File: src/rtl/wb_dtlb_pkg.sv
// Shared types and constants for the data-side TLB: page geometry,
// FSM state encoding and the registered wishbone request.
package mmu_pkg;
    localparam int PAGE_BITS_DEF = 12;
    localparam int VPN_W         = 32 - PAGE_BITS_DEF;
    localparam int PPN_W         = VPN_W;
    localparam int WB_ADR_W      = 30;

    typedef enum logic [1:0] {
        ST_IDLE,
        ST_LOOKUP,
        ST_ISSUE,
        ST_FAULT
    } state_t;

    typedef struct packed {
        logic [31:0] adr;
        logic [31:0] dat;
        logic [3:0]  sel;
        logic        we;
        logic [2:0]  cti;
        logic [1:0]  bte;
    } wb_req_t;
endpackage

File: src/rtl/wb_dtlb_if.sv
// Classic wishbone bus bundle; AW is 32 on the lm32 side (byte address)
// and 30 on the arbiter side (word address).
interface wb_dtlb_if #(parameter int AW = 32) ();
    logic [AW-1:0] adr;
    logic [31:0]   dat_w;
    logic [31:0]   dat_r;
    logic [3:0]    sel;
    logic          cyc;
    logic          stb;
    logic          we;
    logic [2:0]    cti;
    logic [1:0]    bte;
    logic          ack;
    logic          err;

    modport master (output adr, dat_w, sel, cyc, stb, we, cti, bte,
                    input  dat_r, ack, err);
    modport slave  (input  adr, dat_w, sel, cyc, stb, we, cti, bte,
                    output dat_r, ack, err);
endinterface

File: src/rtl/wb_dtlb_cam.sv
// Fully-associative translation store: entry arrays, round-robin refill
// pointer, flush, and lowest-index-wins lookup.
module wb_dtlb_cam #(
    parameter int ENTRIES = 8,
    parameter int VW      = 20
) (
    input  logic          sys_clk,
    input  logic          sys_rst_n,
    input  logic [VW-1:0] lk_vpn,
    input  logic          wr,
    input  logic [VW-1:0] wr_vpn,
    input  logic [VW-1:0] wr_ppn,
    input  logic          wr_v,
    input  logic          flush,
    output logic          hit,
    output logic [VW-1:0] ppn
);
    localparam int PW = $clog2(ENTRIES);

    logic [ENTRIES-1:0]         vld;
    logic [ENTRIES-1:0][VW-1:0] vpn_q;
    logic [ENTRIES-1:0][VW-1:0] ppn_q;
    logic [PW-1:0]              ptr;
    logic [ENTRIES-1:0]         lk_m;
    logic [ENTRIES-1:0]         wr_m;
    logic [PW-1:0]              wr_idx;
    logic [PW-1:0]              ptr_base;
    logic [PW-1:0]              slot;

    // Write match ignores the valid bit so a stale VPN is reused in place.
    for (genvar g = 0; g < ENTRIES; g++) begin : g_ent
        assign lk_m[g] = vld[g] && (vpn_q[g] == lk_vpn);
        assign wr_m[g] = (vpn_q[g] == wr_vpn);
    end

    always_comb begin
        hit    = |lk_m;
        ppn    = '0;
        wr_idx = '0;
        for (int i = ENTRIES - 1; i >= 0; i--) begin
            if (lk_m[i]) ppn    = ppn_q[i];
            if (wr_m[i]) wr_idx = PW'(i);
        end
        ptr_base = flush ? '0 : ptr;
        slot     = (|wr_m) ? wr_idx : ptr_base;
    end

    always_ff @(posedge sys_clk or negedge sys_rst_n) begin
        if (!sys_rst_n) begin
            vld   <= '0;
            vpn_q <= '0;
            ppn_q <= '0;
            ptr   <= '0;
        end else begin
            if (flush) begin
                vld <= '0;
                ptr <= '0;
            end
            // Later assignment wins, so a same-cycle write lands after the flush.
            if (wr) begin
                vpn_q[slot] <= wr_vpn;
                ppn_q[slot] <= wr_ppn;
                vld[slot]   <= wr_v;
                if (!(|wr_m)) ptr <= ptr_base + 1'b1;
            end
        end
    end
endmodule

File: src/rtl/wb_dtlb.sv
// lm32 data-bus TLB: registers a master request, translates it in one
// lookup cycle, then either forwards it to the arbiter or faults it.
module wb_dtlb
    import mmu_pkg::*;
#(
    parameter int ENTRIES   = 8,
    parameter int PAGE_BITS = PAGE_BITS_DEF
) (
    input  logic                  sys_clk,
    input  logic                  sys_rst_n,
    wb_dtlb_if.slave              m,
    wb_dtlb_if.master             s,
    input  logic                  tlb_en,
    input  logic                  tlb_wr,
    input  logic [31-PAGE_BITS:0] tlb_wr_vpn,
    input  logic [31-PAGE_BITS:0] tlb_wr_ppn,
    input  logic                  tlb_wr_v,
    input  logic                  tlb_flush,
    output logic [31:0]           fault_vaddr,
    output logic                  miss_o
);
    localparam int VW = 32 - PAGE_BITS;

    state_t                state;
    wb_req_t               req;
    logic [WB_ADR_W-1:0]   s_adr;
    logic [WB_ADR_W-1:0]   phys_adr;
    logic                  s_cyc;
    logic                  err_q;
    logic                  cam_hit;
    logic [VW-1:0]         cam_ppn;
    logic                  go;
    logic                  issue;

    wb_dtlb_cam #(.ENTRIES(ENTRIES), .VW(VW)) u_cam (
        .sys_clk   (sys_clk),
        .sys_rst_n (sys_rst_n),
        .lk_vpn    (req.adr[31:PAGE_BITS]),
        .wr        (tlb_wr),
        .wr_vpn    (tlb_wr_vpn),
        .wr_ppn    (tlb_wr_ppn),
        .wr_v      (tlb_wr_v),
        .flush     (tlb_flush),
        .hit       (cam_hit),
        .ppn       (cam_ppn)
    );

    assign phys_adr = tlb_en ? {cam_ppn, req.adr[PAGE_BITS-1:2]} : req.adr[31:2];
    assign go       = !tlb_en || cam_hit;
    assign issue    = (state == ST_ISSUE) && m.cyc;

    always_ff @(posedge sys_clk or negedge sys_rst_n) begin
        if (!sys_rst_n) begin
            state       <= ST_IDLE;
            req         <= '0;
            s_adr       <= '0;
            s_cyc       <= 1'b0;
            err_q       <= 1'b0;
            miss_o      <= 1'b0;
            fault_vaddr <= '0;
        end else begin
            err_q  <= 1'b0;
            miss_o <= 1'b0;
            case (state)
                ST_IDLE: begin
                    if (m.cyc && m.stb && !m.ack && !m.err) begin
                        req   <= '{adr: m.adr, dat: m.dat_w, sel: m.sel, we: m.we,
                                   cti: m.cti, bte: m.bte};
                        state <= ST_LOOKUP;
                    end
                end
                ST_LOOKUP: begin
                    if (!m.cyc) begin
                        state <= ST_IDLE;
                    end else if (go) begin
                        s_adr <= phys_adr;
                        s_cyc <= 1'b1;
                        state <= ST_ISSUE;
                    end else begin
                        err_q       <= 1'b1;
                        miss_o      <= 1'b1;
                        fault_vaddr <= req.adr;
                        state       <= ST_FAULT;
                    end
                end
                ST_ISSUE: begin
                    // s_adr was captured in LOOKUP, so TLB updates here cannot disturb it.
                    if (!m.cyc || s.ack || s.err) begin
                        s_cyc <= 1'b0;
                        state <= ST_IDLE;
                    end
                end
                default: state <= ST_IDLE;
            endcase
        end
    end

    assign s.adr   = s_adr;
    assign s.dat_w = req.dat;
    assign s.sel   = req.sel;
    assign s.we    = req.we;
    assign s.cti   = req.cti;
    assign s.bte   = req.bte;
    assign s.cyc   = s_cyc;
    assign s.stb   = s_cyc;
    assign m.dat_r = s.dat_r;
    assign m.ack   = issue && s.ack;
    assign m.err   = err_q || (issue && s.err);
endmodule

File: src/flat_wrapper.sv
// flat-port wrapper written by rule: the top's interface ports become plain ports
module wb_dtlb_flat import mmu_pkg::*;
#(
    parameter int ENTRIES   = 8,
    parameter int PAGE_BITS = PAGE_BITS_DEF
)
  (sys_clk, sys_rst_n, tlb_en, tlb_wr, tlb_wr_vpn, tlb_wr_ppn, tlb_wr_v, tlb_flush, fault_vaddr, miss_o, m_adr, m_dat_w, m_sel, m_cyc, m_stb, m_we, m_cti, m_bte, m_dat_r, m_ack, m_err, s_adr, s_dat_w, s_sel, s_cyc, s_stb, s_we, s_cti, s_bte, s_dat_r, s_ack, s_err);
  wb_dtlb_if #(.AW(32)) m_i ();
  wb_dtlb_if #(.AW(30)) s_i ();
  input  logic sys_clk;
  input  logic sys_rst_n;
  input  logic tlb_en;
  input  logic tlb_wr;
  input  logic [31-PAGE_BITS:0] tlb_wr_vpn;
  input  logic [31-PAGE_BITS:0] tlb_wr_ppn;
  input  logic tlb_wr_v;
  input  logic tlb_flush;
  output logic [31:0] fault_vaddr;
  output logic miss_o;
  input wire logic [$bits(m_i.adr)-1:0] m_adr;
  input wire logic [$bits(m_i.dat_w)-1:0] m_dat_w;
  input wire logic [$bits(m_i.sel)-1:0] m_sel;
  input wire logic [$bits(m_i.cyc)-1:0] m_cyc;
  input wire logic [$bits(m_i.stb)-1:0] m_stb;
  input wire logic [$bits(m_i.we)-1:0] m_we;
  input wire logic [$bits(m_i.cti)-1:0] m_cti;
  input wire logic [$bits(m_i.bte)-1:0] m_bte;
  output wire logic [$bits(m_i.dat_r)-1:0] m_dat_r;
  output wire logic [$bits(m_i.ack)-1:0] m_ack;
  output wire logic [$bits(m_i.err)-1:0] m_err;
  output wire logic [$bits(s_i.adr)-1:0] s_adr;
  output wire logic [$bits(s_i.dat_w)-1:0] s_dat_w;
  output wire logic [$bits(s_i.sel)-1:0] s_sel;
  output wire logic [$bits(s_i.cyc)-1:0] s_cyc;
  output wire logic [$bits(s_i.stb)-1:0] s_stb;
  output wire logic [$bits(s_i.we)-1:0] s_we;
  output wire logic [$bits(s_i.cti)-1:0] s_cti;
  output wire logic [$bits(s_i.bte)-1:0] s_bte;
  input wire logic [$bits(s_i.dat_r)-1:0] s_dat_r;
  input wire logic [$bits(s_i.ack)-1:0] s_ack;
  input wire logic [$bits(s_i.err)-1:0] s_err;
  assign m_i.adr = m_adr;
  assign m_i.dat_w = m_dat_w;
  assign m_i.sel = m_sel;
  assign m_i.cyc = m_cyc;
  assign m_i.stb = m_stb;
  assign m_i.we = m_we;
  assign m_i.cti = m_cti;
  assign m_i.bte = m_bte;
  assign m_dat_r = m_i.dat_r;
  assign m_ack = m_i.ack;
  assign m_err = m_i.err;
  assign s_adr = s_i.adr;
  assign s_dat_w = s_i.dat_w;
  assign s_sel = s_i.sel;
  assign s_cyc = s_i.cyc;
  assign s_stb = s_i.stb;
  assign s_we = s_i.we;
  assign s_cti = s_i.cti;
  assign s_bte = s_i.bte;
  assign s_i.dat_r = s_dat_r;
  assign s_i.ack = s_ack;
  assign s_i.err = s_err;
  wb_dtlb #(.ENTRIES(ENTRIES), .PAGE_BITS(PAGE_BITS)) u_core (.sys_clk(sys_clk), .sys_rst_n(sys_rst_n), .m(m_i), .s(s_i), .tlb_en(tlb_en), .tlb_wr(tlb_wr), .tlb_wr_vpn(tlb_wr_vpn), .tlb_wr_ppn(tlb_wr_ppn), .tlb_wr_v(tlb_wr_v), .tlb_flush(tlb_flush), .fault_vaddr(fault_vaddr), .miss_o(miss_o));
endmodule
File: config.mk
export PLATFORM = sky130hd
export DESIGN_NAME = wb_dtlb_flat
export DESIGN_NICKNAME = d
export VERILOG_FILES = /design/src/rtl/wb_dtlb_pkg.sv /design/src/rtl/wb_dtlb_if.sv /design/src/rtl/wb_dtlb_cam.sv /design/src/rtl/wb_dtlb.sv /design/src/flat_wrapper.sv
export SDC_FILE = /design/constraint.sdc
export NUM_CORES = 1
export LEC_CHECK = 0
export CAP_MARGIN = 20
export CORE_MARGIN = 2
export CORE_UTILIZATION = 61
export DETAILED_ROUTE_END_ITERATION = 6
export GPL_TIMING_DRIVEN = 1
export PLACE_DENSITY = 0.93
export SLEW_MARGIN = 10
export SYNTH_ARGS = -nofsm -noshare
export SYNTH_HDL_FRONTEND = slang
export SYNTH_HIERARCHICAL = 1
export SYNTH_SLANG_ARGS = --single-unit
File: constraint.sdc
create_clock -name sys_clk -period 4.7 [get_ports sys_clk]
set_clock_uncertainty 0.05 [all_clocks]
set_input_delay 0.94 -clock sys_clk [delete_from_list [all_inputs] [get_ports sys_clk]]
set_output_delay 0.94 -clock sys_clk [all_outputs]
set_load 0.02 [all_outputs]
# Word-level counts from Yosys, hierarchy flattened
# Cells that the tools add are included.
# W data, S select, Z words.
# word_totals
elab_cells	129
output_inout_bits	141
register_bits	471
in_bits	156
# classes
n_lt_le_gt_ge	2
n_reduce_logical	32
mux	42
n_addsub	1
n_eq_ne	22
bitwise_logic	1
# op_table
cell	n
$bwmux W160	2
$eq A20 B20 Y1	16
$mux W20	9
$demux W20 S3	1
$mux W3	12
$mux W30	1
$mux W8	2
$reduce_or A8 Y1	2
$logic_and A1 B1 Y1	15
$bwmux W8	1
$mux W1	8
$mux W2	3
$pmux W2 S3	1
$reduce_and A3 Y1	2
$logic_not A1 Y1	4
$logic_or A1 B1 Y1	4
$lt A3 B4 Y1 const B	1
$ne A2 B1 Y1 const B	2
$ne A2 B2 Y1 const B	2
$reduce_and A2 Y1	2
$reduce_and A4 Y1	1
$add A3 B1 Y3 const B	1
$demux W1 S3	1
$ge A3 B1 Y1 const B	1
6 further kinds	6

# Depth between registers and ports, before layout
# logic_depth
word_depth	16
depth_mapped	14
mapped_depth_nobuf	11

# Modules after synthesis
# The synthesis kept the hierarchy.
# by_module_without_submodules
mod	cells_per_inst	seq_area_each_um2	n_inst	area_each_um2
wb_dtlb_cam	1464	8282.9	1	17964.7
wb_dtlb	402	3503.4	1	6068.3

# Worst setup path before layout
# Ideal clock, no wire load.
# synth_timing
kind	input port to flip-flop
startpoint	input tlb_wr_vpn[10]
endpoint	register u_core/u_cam/ppn_q[100] (netlist name)
setup_ps	127
n_path_buf	2
required_time_ps	4523
cell_stages	11
setup_slack_ps	1401
t_arrival_ps	3121
cell_sequence	buf_2 xor2_1 nor4_1 nand3_1 nor3_2 nand2b_1 o21ba_2 or3b_4 nor2_8 buf_6 mux2_1
# synth_between
elab_chain_cells	15
word_cells_on_any_way	24
classes_between	2 x order compare; 8 x eq/ne; 12 x mux; 2 x reduce/logical
# synth_lines
element	line_no	source
start: declaration	flat_wrapper.sv:14	input logic [31-PAGE_BITS:0] tlb_wr_vpn;
$eq A20 B20 Y1	wb_dtlb_cam.sv:33	assign wr_m[g] = (vpn_q[g] == wr_vpn);
$mux W3 (8 in series)	wb_dtlb_cam.sv:42	if (wr_m[i]) wr_idx = PW'(i);
$mux W3 (*)	wb_dtlb_cam.sv:45	slot = (|wr_m) ? wr_idx : ptr_base;
$lt A3 B4 Y1 (not written as such) or $ge A3 B1 Y1 (tied branches)	wb_dtlb_cam.sv:62	ppn_q[slot] <= wr_ppn;
$logic_and A1 B1 Y1 (not written as such)	wb_dtlb_cam.sv:62	
$mux W20 (not written as such)	wb_dtlb_cam.sv:62	
$demux W20 S3 (*)	wb_dtlb_cam.sv:62	
$bwmux W160 (*)	wb_dtlb_cam.sv:62	
end signal: indexed assignment	wb_dtlb_cam.sv:62	
end: declaration	wb_dtlb_cam.sv:22	logic [ENTRIES-1:0][VW-1:0] ppn_q;
# Mark *: on every way between the ends. The rest lies on a longest branch, timed or not.
# A chain may end at the register's enable or synchronous reset.

# Worst setup path after layout
# layout_timing
startpoint	register u_core/req[67] (netlist name)
endpoint	register u_core.s_adr[10], in the netlist u_core/s.adr[10]
# layout_between
elab_chain_cells	11
word_cells_on_any_way	28
classes_between	8 x eq/ne; 9 x mux; 11 x reduce/logical
# layout_lines
element	line_no	source
start: declaration	wb_dtlb.sv:25	wb_req_t req;
start signal: assignment	wb_dtlb.sv:67	req <= '{adr: m.adr, dat: m.dat_w, sel: m.sel, we: m.we,
$eq A20 B20 Y1	wb_dtlb_cam.sv:32	assign lk_m[g] = vld[g] && (vpn_q[g] == lk_vpn);
$logic_and A1 B1 Y1	wb_dtlb_cam.sv:32	
$mux W20 (7 in series)	wb_dtlb_cam.sv:41	if (lk_m[i]) ppn = ppn_q[i];
$mux W20 (*)	wb_dtlb_cam.sv:41	
via u_core.cam_ppn[0]	wb_dtlb.sv:31	logic [VW-1:0] cam_ppn;
$mux W30 (*)	wb_dtlb.sv:48	assign phys_adr = tlb_en ? {cam_ppn, req.adr[PAGE_BITS-1:2]} : req.adr[31:2];
end signal: assignment	wb_dtlb.sv:76	s_adr <= phys_adr;
end: declaration	wb_dtlb.sv:26	logic [WB_ADR_W-1:0] s_adr;
# The timed path passes the listed nets; every way through them passes the cells marked *.

==> impl_metrics.toml <==
[status]
outcome = "complete, no violations"

[route]
drtPass1Iterations = 5
wl_met3_um = 4632
highest_layer = "met4"
wl_met2_um = 33130
wl_per_cell_um = 26.39
drc = 0
routed_wl_um = 68640
ant_nets = 0
via_per_inst = 6.216
via_count = 16170
drt_iter0_markers = 1250
wl_met1_um = 26290

[critical_path]
cp-start-kind = "flop"
max_stage_delay_ps = 940
cp_max_fo = 19
path_common_cell = "mux2_2"
crit_type = "flop to flop"
cp.buffers_inverters = 0
crit_path_top_delay_cell = "nor3b_4"
end_kind = "flop"
r2r_start = "u_core/req[67]"
crit_chain = "xnor2_1 -> nand4_1 -> nor4_1 -> nand4_1 -> nor3b_4 -> a221o_1 -> a211oi_1 -> a221oi_1 -> mux2_2 -> mux2_2 -> mux2_2"
cp-startpoint = "u_core/req[67]"
crit_required_ps = 5190
cp.arrival_ps = 4890
path_delay_family = "simple AND/OR/NAND/NOR gates"

[yosys]
syn_area_per_cell_um2 = 12.88
yosysSeqAreaShare_pct = 49.04
synth_xor_area_share_pct = 11.73
synthArstFlopShare_pct = 100.0
synthCells = 1866
ys_seq_elements = 471
synth_edf_count = 0
synthTopCellsByArea = "dfrtp_1 (49%), mux2_1 (14%), mux2_2 (9.8%), xnor2_1 (7.8%), xor2_1 (3.9%)"
synth_top_family_by_area = "multiplexers"
synthMuxAreaShare_pct = 23.83
synth_top_area_share_pct = 49.04
synthAdderAreaFrac_pct = 0.05206
synth_cell_types = 57
synthSimpleGateAreaFrac_pct = 5.466
ys_warn_count = 6
synth_nets = 2023
syn_area_um2 = 24030
synthTopCellsByCount = "dfrtp_1 (471), mux2_1 (296), xnor2_1 (214), mux2_2 (210), xor2_1 (108)"
synth_compound_area_share_pct = 3.217
synth_largest_area_cell = "dfrtp_1"
synthMostInstantiatedCell = "dfrtp_1"
synth_ff_type = "dfrtp_1"

[final_layout]
final_cells = 2601
fin_util_pct = 73.10
drive_gt1_share_pct = 20.17
final_nets = 2203
area_growth_syn_to_layout_pct = 17.83

[floorplan]
die_h_um = 202.5
ioPinCount = 297
rows = 72
die_area_um2 = 41000
start_util_pct = 62.04
die_w_um = 202.5
fp.coreArea_um2 = 38740

[placed_design]
dpl.hpwl_um = 46380
dp_cells = 2512
gp_congestion = 0.9171
io_buffers = 232

[sta]
max_slew_margin_pct = 28.60
tightest_slew_ps = 1070
fmax_mhz = 227.3
final-setup-viol-count = 0
drv_slew = 0
tns_ps = 0
fin_crit_ps = 4399
hold_viol_final = 0
grt_setup_unrepaired = "false"
whs_ps = 370.7
finalCritPeriodShare_pct = 93.60

[job]
maxCapViolCount = 0

[cts]
clock_latency_ps = 600
clkTransAtPathRegs_ps = 60
root_buffer = "clkbuf_16"
cts_setup_buffers = 0
cts_resized = 0
cts_tree = "built"
clockBufferDepth = 3
ctsHoldBuffers = 0
cts_buffers = 49
cts.sinks = 471
htreeDepth = 2

[global_routing]
gr-total-overflow = 0
grtUsageTotal_pct = 33.92
antenna_found_initial = 1
grt_pass1_wl_um = 104600
grt_pass1_vias = 17330
grt_max_degree = 109

[power]
power.leakage_uw = 0.01254
cellPowerDensity_nw_per_um2 = 482.8
peakVddDrop_uv = 377.9

[hold_path]
holdCritPathClass = "input pin to async pin"
-- cell type report --
class | count | area, µm²
diodes | 1 | 2.502
clock buffers | 73 | 1446
clock inverters | 14 | 121.4
fillers | 2448 | 10420
inverters | 61 | 229.0
multi-input cells | 1128 | 10700
flip-flops and latches | 471 | 11790
well taps | 518 | 648.1
repair buffers | 335 | 3388
-- per-layer routing --
metal | global-route usage [%] | up-vias
li1 | - | 6787
met1 | 41.81 | 8297
met2 | 55.65 | 801
met3 | 6.404 | 283
met4 | 20.86 | 0
met5 | 0 | -
-- final timing paths --
| path | depth (start not counted) | slack, ps | to |
|---|---|---|---|
| worst max-delay path | 11 | 300 | u_core/s.adr[10] |
| worst min-delay path | 1 | 370 | u_core/u_cam/ppn_q[50] |
| worst max register to register | 11 | 300 | u_core/s.adr[10] |
| worst min register to register | 1 | 440 | u_core/u_cam/ppn_q[92] |
| max in group asynchronous | 2 | 3120 | u_core/s.dat_w[12] |
| min in group sys_clk | 1 | 440 | u_core/u_cam/ppn_q[92] |
-- flip-flops by register name, summed over array words and instances, names as in the netlist, 4 cells and up --
signal              count
u_core/u_cam/ppn_q    160
u_core/s.sel            4
u_core/req             32
u_core/u_cam/vld        8
u_core/s.dat_w         32
u_core/u_cam/vpn_q    160
u_core/s.adr           30
u_core/fault_vaddr     32
-- power breakdown --
part / switching [µW] / internal (µW) / leakage [µW]
sequential: 914 / 5030 / 0.00600
clock: 1640 / 2180 / 0.000782
combinational: 1890 / 2010 / 0.00576
total: 4450 / 9220 / 0.0125
-- per-stage QoR --
step                      worst slack [ps]  area, µm²  power [µW]
after floorplan                       1401      24030        8174
after global routing                 307.4      28320       14200
after detailed placement             11.01      26730        9809
after CTS                            468.8      28300       13680
final                                301.0      28320       13670
after global placement               69.35      26730        9604
-- layout by cell type (no fill, tap or decap), types with 10 or more instances in the layout --
master / netlist / final
clkdlybuf4s50_1: 0 / 231
nor3b_1: 19 / 19
nand3_1: 18 / 18
clkinv_2: 0 / 10
mux2_1: 296 / 296
a221o_1: 19 / 19
a221oi_1: 19 / 19
clkbuf_1: 9 / 11
clkbuf_8: 0 / 13
a211oi_1: 16 / 16
nand2_1: 30 / 27
nand4_1: 54 / 54
buf_12: 0 / 23
o31ai_1: 19 / 19
inv_1: 60 / 60
buf_4: 88 / 80
xnor2_1: 214 / 214
clkbuf_16: 0 / 49
nor4_1: 33 / 32
dfrtp_1: 471 / 471
xor2_1: 108 / 108
mux2_2: 210 / 210
nor2b_1: 14 / 14
-- cell families after synthesis --
| family | after synthesis |
|---|---|
| buffers and inverters | 267 |
| AND/OR/NAND/NOR | 206 |
| AO/OA/AOI/OAI | 90 |
| multiplexers | 509 |
| flip-flops | 471 |
| adder cells (fa/ha/maj) | 1 |
| XOR/XNOR | 322 |
-- worst register-to-register path, delay by kind of cell, from the launching register on --
| family | cells | cell delay [ps] |
|---|---|---|
| AO/OA/AOI/OAI | 3 | 780 |
| XOR/XNOR | 1 | 200 |
| flip-flops | 1 | 870 |
| multiplexers | 3 | 510 |
| AND/OR/NAND/NOR | 4 | 1920 |
(Power assumes the default switching activity.)
